### src/rtl/bbpd_dco_loop.sv
// bbpd_dco_loop: bang-bang PI loop filter driving a phase-accumulator DCO for the ADPLL
//   clk_i      in   system clock
//   reset_n_i  in   asynchronous active-low reset
//   enable_i   in   loop enable; low parks the loop at FCW_INIT
//   pd_i       in   bang-bang decision (1 = raise freq), asynchronous to clk_i
//   gen_o      out  generated clock (registered accumulator MSB)
//   fcw_o      out  effective frequency control word (integral + one-period proportional kick)
//   update_o   out  one-cycle strobe when a decision is applied
//   lock_o     out  lock flag; lock detector built only when BBPD_LOCK_DETECT_EN is defined
module bbpd_dco_loop #(
   parameter int               ACC_W    = 24,
   parameter logic [ACC_W-1:0] FCW_INIT = 24'h010000,
   parameter logic [ACC_W-1:0] FCW_MIN  = 24'h008000,
   parameter logic [ACC_W-1:0] FCW_MAX  = 24'h020000,
   parameter int               KI       = 16,
   parameter int               KP       = 256,
   parameter int               LOCK_CNT = 32
) (
   input  logic             clk_i,
   input  logic             reset_n_i,
   input  logic             enable_i,
   input  logic             pd_i,
   output logic             gen_o,
   output logic [ACC_W-1:0] fcw_o,
   output logic             update_o,
   output logic             lock_o
);
   localparam int SW = ACC_W + 2;
   localparam logic signed [SW-1:0] KI_S  = SW'(KI);
   localparam logic signed [SW-1:0] KP_S  = SW'(KP);
   localparam logic signed [SW-1:0] MIN_S = $signed({2'b00, FCW_MIN});
   localparam logic signed [SW-1:0] MAX_S = $signed({2'b00, FCW_MAX});

   if (LOCK_CNT < 1) begin : g_bad_lock_cnt
      $error("LOCK_CNT must be positive");
   end

   logic [ACC_W-1:0]     acc, integ;
   logic                 gen_q, pd_meta, pd_s;
   logic [2:0]           strobe;
   logic signed [SW-1:0] nxt_i, nxt_f;

   function automatic logic [ACC_W-1:0] sat(input logic signed [SW-1:0] v);
      return v < MIN_S ? FCW_MIN : v > MAX_S ? FCW_MAX : v[ACC_W-1:0];
   endfunction

   // proportional kick is taken from the unsaturated integral step
   assign nxt_i    = pd_s ? $signed({2'b00, integ}) + KI_S : $signed({2'b00, integ}) - KI_S;
   assign nxt_f    = pd_s ? nxt_i + KP_S : nxt_i - KP_S;
   assign update_o = strobe[2];

   always_ff @(posedge clk_i or negedge reset_n_i)
      if (!reset_n_i) begin
         acc     <= '0;
         gen_o   <= 1'b0;
         gen_q   <= 1'b0;
         pd_meta <= 1'b0;
         pd_s    <= 1'b0;
         strobe  <= '0;
         integ   <= FCW_INIT;
         fcw_o   <= FCW_INIT;
      end else begin
         acc     <= acc + fcw_o;
         gen_o   <= acc[ACC_W-1];
         gen_q   <= gen_o;
         pd_meta <= pd_i;
         pd_s    <= pd_meta;
         // each gen rise travels its own slot, so back-to-back rises are never merged
         strobe  <= {strobe[1:0], gen_o & ~gen_q};
         if (!enable_i) begin
            integ <= FCW_INIT;
            fcw_o <= FCW_INIT;
         end else if (update_o) begin
            integ <= sat(nxt_i);
            fcw_o <= sat(nxt_f);
         end
      end

`ifdef BBPD_LOCK_DETECT_EN
   localparam int CW = $clog2(LOCK_CNT + 1);
   logic [CW-1:0] lock_cnt;
   logic          have_prev, prev_pd;

   always_ff @(posedge clk_i or negedge reset_n_i)
      if (!reset_n_i) begin
         lock_cnt  <= '0;
         have_prev <= 1'b0;
         prev_pd   <= 1'b0;
      end else if (!enable_i) begin
         lock_cnt  <= '0;
         have_prev <= 1'b0;
      end else if (update_o) begin
         have_prev <= 1'b1;
         prev_pd   <= pd_s;
         if (have_prev)
            lock_cnt <= pd_s == prev_pd ? '0 : lock_cnt == CW'(LOCK_CNT) ? lock_cnt : lock_cnt + 1'b1;
      end

   assign lock_o = lock_cnt == CW'(LOCK_CNT);
`else
   assign lock_o = 1'b0;
`endif
endmodule

### config.mk
export PLATFORM = sky130hd
export DESIGN_NAME = bbpd_dco_loop
export DESIGN_NICKNAME = d
export VERILOG_FILES = /design/src/rtl/bbpd_dco_loop.sv
export SDC_FILE = /design/constraint.sdc
export NUM_CORES = 1
export LEC_CHECK = 0
export ABC_AREA = 1
export CORE_MARGIN = 10
export CORE_UTILIZATION = 59
export DETAILED_ROUTE_END_ITERATION = 10
export DONT_BUFFER_PORTS = 1
export HOLD_SLACK_MARGIN = 0.1
export PLACE_DENSITY = 0.78
export SYNTH_ARGS = -nofsm -noshare
export SYNTH_HDL_FRONTEND = slang
export SYNTH_SLANG_ARGS = --single-unit
### constraint.sdc
create_clock -name clk_i -period 2.8 [get_ports clk_i]
set_input_delay 0.56 -clock clk_i [delete_from_list [all_inputs] [get_ports clk_i]]
set_output_delay 0.56 -clock clk_i [all_outputs]
set_load 0.05 [all_outputs]
After elaboration in Yosys (flattened, before gate mapping)
Index checks and enable logic that the tools add are counted.

Flip-flop bits (word level): 79. Bits of input ports: 4. Logic and storage cells: 30.

Add/subtract/negate cells: 5. Order comparisons: 4. Equal/unequal tests: 1. Mux-type cells: 10. Bitwise logic cells: 2.

Operators with widths (number): two-way mux 24 bit (8); > comparator 26 x 19 -> 1 bit (second input constant) (2); < comparator 26 x 17 -> 1 bit (second input constant) (2); two-way mux 26 bit (2); adder 26 x 10 -> 26 bit (second input constant) (1); subtractor 26 x 10 -> 26 bit (second input constant) (1); adder 24 x 5 -> 25 bit (second input constant) (1); subtractor 24 x 5 -> 25 bit (second input constant) (1); adder 24 bit (1); inequality test 2 x 1 -> 1 bit (second input constant) (1); bitwise AND 1 bit (1); NOT 1 bit (1).

Depth between registers and ports, before layout
Depth in word-level cells: 9. Gate-level depth with buffers: 27. Depth with buffers taken out: 26.

Worst setup path before layout
Ideal clock, no wire load.

Path kind: register -> register. Start point: register fcw_o[3]. End point: register acc[22]. Arrival: 2803 ps. Data required time: 2721 ps. Slack: -82 ps. Cell stages (with the launch flop): 14. Path through: dfrtp_1 > ha_1 > inv_1 > fa_1 > o21ai_0 > a21oi_1 > inv_1 > a21oi_1 > o21ai_0 > nand3_1 > nand2_1 > a21oi_1 > o21ai_0 > xor2_1.

Word-level cells in the longest chain between the ends: 1.

RTL lines: from (decl) (RTL line 24) `output logic [ACC_W-1:0] fcw_o,`; from (signal assigned) (RTL line 75) `fcw_o <= sat(nxt_f);`; adder 24 bit (RTL line 63) `acc <= acc + fcw_o;`; to (signal assigned) (RTL line 63); to (decl) (RTL line 38) `logic [ACC_W-1:0] acc, integ;`.

No other way between the ends. A chain may end at the register's enable or synchronous reset.

Worst setup path after layout
Start point: register integ[5]. End point: register fcw_o[9].

Word-level cells in the longest chain between the ends: 9. Elaborated cells on any way between the ends: 12. Classes of those cells: 4 x add/sub; 2 x order compare; 6 x mux.

RTL lines: from (decl) (RTL line 38); from (signal assigned) (RTL line 74) `integ <= sat(nxt_i);`; subtractor 24 x 5 -> 25 bit / adder 24 x 5 -> 25 bit (equally long branches) (RTL line 48) `assign nxt_i = pd_s ? $signed({2'b00, integ}) + KI_S : $signed({2'b00, integ}) - KI_S;`; two-way mux 26 bit (*) (RTL line 48); subtractor 26 x 10 -> 26 bit / adder 26 x 10 -> 26 bit (equally long branches) (RTL line 49) `assign nxt_f = pd_s ? nxt_i + KP_S : nxt_i - KP_S;`; two-way mux 26 bit (*) (RTL line 49); > comparator 26 x 19 -> 1 bit (RTL line 44) `return v < MIN_S ? FCW_MIN : v > MAX_S ? FCW_MAX : v[ACC_W-1:0];`; two-way mux 24 bit (RTL line 44); two-way mux 24 bit (*) (RTL line 44); two-way mux 24 bit (*) (RTL line 73) `end else if (update_o) begin`; two-way mux 24 bit (*) (RTL line 70) `if (!enable_i) begin`.

Every way passes the cells marked *; elsewhere a longest branch is shown, timed or not. The select of a mux whose other input is x is not followed.

==> flow_summary.toml <==
[outcome]
outcome = "complete, but fails checks"
violations = "setup timing"

[yosys]
yosysSeqAreaShare = 0.302
synth-warning-count = 0
yosys_most_used_dff = "dfrtp_1"
synth_edf_count = 0
synthCells = 896
syn-mean-instance-area_sq_um = 6.68
synthArstFlopShare = 1.00
synth_seq_cells = 72
synth_nets = 929
syn_area_sq_um = 5980
ys_types = 46

[critical_path]
cp_max_fo = 8
rr_startpoint = "integ[5]"
r2r_cells = 18
crit_start = "integ[5]"
cp_data_arrival_time_ps = 3600
worst_setup_path_end_kind = "flip-flop"
critPathKind = "reg -> reg"
startpoint_type = "flip-flop"
critical_path_required_ps = 3110

[clock_tree]
cts_made_buffers = 9
cts_root_buf = "clkbuf_8"
cts_sinks = 72
cts_tree = "built"
cts_max_level = 3
path_clk_slew_ps = 80
clk_latency_ps = 390
clock_path_buffers = 2

[pwr]
leakage_uw = 0.00430
power_density_nw_per_um2 = 1340
peakVddDrop_v = 0.000912

[finish]
nets = 1096
multiInputGateArea_sq_um = 4580
syn_to_final_growth_pct = 42.8
final_common_cell = "nand2_1"
area.sequential_sq_um = 1820
mostFrequentLayoutCells = "219 x nand2_1, 156 x buf_4, 69 x inv_1"
fillers = 470
drive_above_1_share = 0.415

[global_routing]
grt.total_usage = 0.280
grt_pass1_wl_mm = 33.2
grt_pass1_vias = 6713
grt_max_degree = 73
grt_overflow_total = 0
antenna_found_initial = 0

[floorplanning]
core_sq_um = 9820
io-pin-count = 31
start_util = 0.609
fp.dieH_um = 121
fp.dieW_um = 121
die_area_sq_um = 14600
fp-row-count = 36

[timing]
timing.fmax_mhz = 304
timing.final.crit_share = 1.18
rsz0062_at_grt = "true"
hold_slack_ps = 204
finalCriticalPeriod_ps = 3290
finalClockSkew_ps = 19.1
finalHoldViolations = 0
setup_ws_ps = -490
worstMarginPinSlew_ps = 1140
slew_headroom = 0.238
maxSlewViolCount = 0
setup_viol = 26

[route]
viasPerCell = 6.33
vias = 7614
drc = 0
finalWirelength_mm = 24.6
initialDrtViolationCount = 1087
drt_first_pass_iters = 10
detail-route-antenna-nets = 0
avgRoutedWirePerCell_um = 20.5

[place]
gp_congestion = 0.977
hpwlAfterDp_mm = 14.9
port_buffers = 0
post-place-ws_ps = -522

[hold_path]
hold_depth = 0
hold_class = "in -> reg"
hold_start = "pd_i"

[job]
maxCapViolCount = 0
-- state kept, by name, indices dropped and copies added (netlist names) --
| name | count |
|---|---|
| pd_meta | 1 |
| gen_q | 1 |
| strobe | 3 |
| pd_s | 1 |
| gen_o | 1 |
| fcw_o | 21 |
| integ | 20 |
| acc | 24 |
-- worst paths after layout --
path,slack [ps],endpoint
max in group asynchronous,1730,integ[9]
min in group asynchronous,690,fcw_o[13]
min reg2reg,350,strobe[2]
max reg2reg,-490,fcw_o[9]
max,-490,fcw_o[9]
min,200,pd_meta
-- layout make-up --
class	count	share of cell area
antenna	1	0.000293
clock buffer	11	0.0166
clock inverter	5	0.00395
inverter	95	0.0423
multi-input combinational	707	0.537
sequential	72	0.213
tap	133	0.0195
timing repair buffer	178	0.168
-- critical path, cell delays in order (launching register included) --
cell	delay, ps
dfrtp_2	470
buf_6	130
nand2_4	50
nor2_4	140
nand3_2	120
nand2_2	100
o21ai_4	80
xor2_2	220
ha_4	260
nand3_4	130
buf_6	120
o21ai_4	60
a21oi_4	200
nand2_2	100
a21bo_4	260
xnor2_4	140
nor2_4	270
nand4_1	190
nand2_1	150
-- power breakdown --
part | switching [uW] | internal, uW
Sequential | 225 | 1330
Clock | 440 | 344
Combinational | 5620 | 3480
Total | 6280 | 5150
-- per-stage QoR --
stage	util	setup TNS [ps]	cell area (sq um)	cells	total power [uW]
after detailed placement	0.717	-8320	7040	1140	7790
after global routing	0.870	-10220	8540	1201	11900
after global placement	0.717	-4510	7040	1140	7560
final	0.870	-7460	8540	1202	11400
after CTS	0.794	-2340	7800	1175	9480
after floorplan	-	0	6000	896	5640
-- logic make-up after synthesis --
group	Yosys count	share of synthesized area
other	1	0.000627
adder cells (fa/ha/maj)	29	0.0619
buffers and inverters	117	0.0801
AO/OA/AOI/OAI	96	0.0891
XOR/XNOR	34	0.0542
flip-flops	72	0.302
AND/OR/NAND/NOR	547	0.412
-- synth_stat cells (2+ instances only) --
| cell | count | area (sq um) |
|---|---|---|
| nor2_1 | 93 | 349 |
| and2_1 | 2 | 12.5 |
| inv_2 | 14 | 52.6 |
| nand3_1 | 88 | 440 |
| inv_1 | 78 | 293 |
| buf_2 | 8 | 40.0 |
| clkinv_1 | 3 | 11.3 |
| nor2_2 | 10 | 62.6 |
| nor3_1 | 4 | 20.0 |
| dfstp_2 | 2 | 52.6 |
| o21ai_1 | 18 | 90.1 |
| nand3b_1 | 2 | 15.0 |
| nor4_1 | 4 | 25.0 |
| buf_4 | 8 | 60.1 |
| nand2_1 | 285 | 1070 |
| nand3_2 | 7 | 70.1 |
| xor2_1 | 25 | 219 |
| ha_1 | 28 | 350 |
| clkbuf_1 | 5 | 18.8 |
| xnor2_1 | 7 | 61.3 |
| nor2_4 | 11 | 124 |
| a21oi_2 | 2 | 17.5 |
| a21oi_1 | 35 | 175 |
| nand4_1 | 18 | 113 |
| dfrtp_1 | 70 | 1750 |
| o21ai_0 | 27 | 135 |
| o21bai_1 | 5 | 37.5 |
| nand2_2 | 19 | 119 |
-- per-layer routing --
metal  global-route usage  share of wire
met4                0.127          0.074
met3               0.0647           0.10
met1                0.346           0.37
met2                0.455           0.46
met5                    0              0
-- timing repair --
item                                    4_1_cts  5_1_grt
gates cloned                                  1        0
endpoints found under the hold margin        72        0
hold buffers                                  2        0
pin swaps                                    40       65
endpoints found under the setup margin       27       30
setup buffers                                16       26
resized for setup                           114      157
Note: power is estimated with default switching activity, not from simulation.
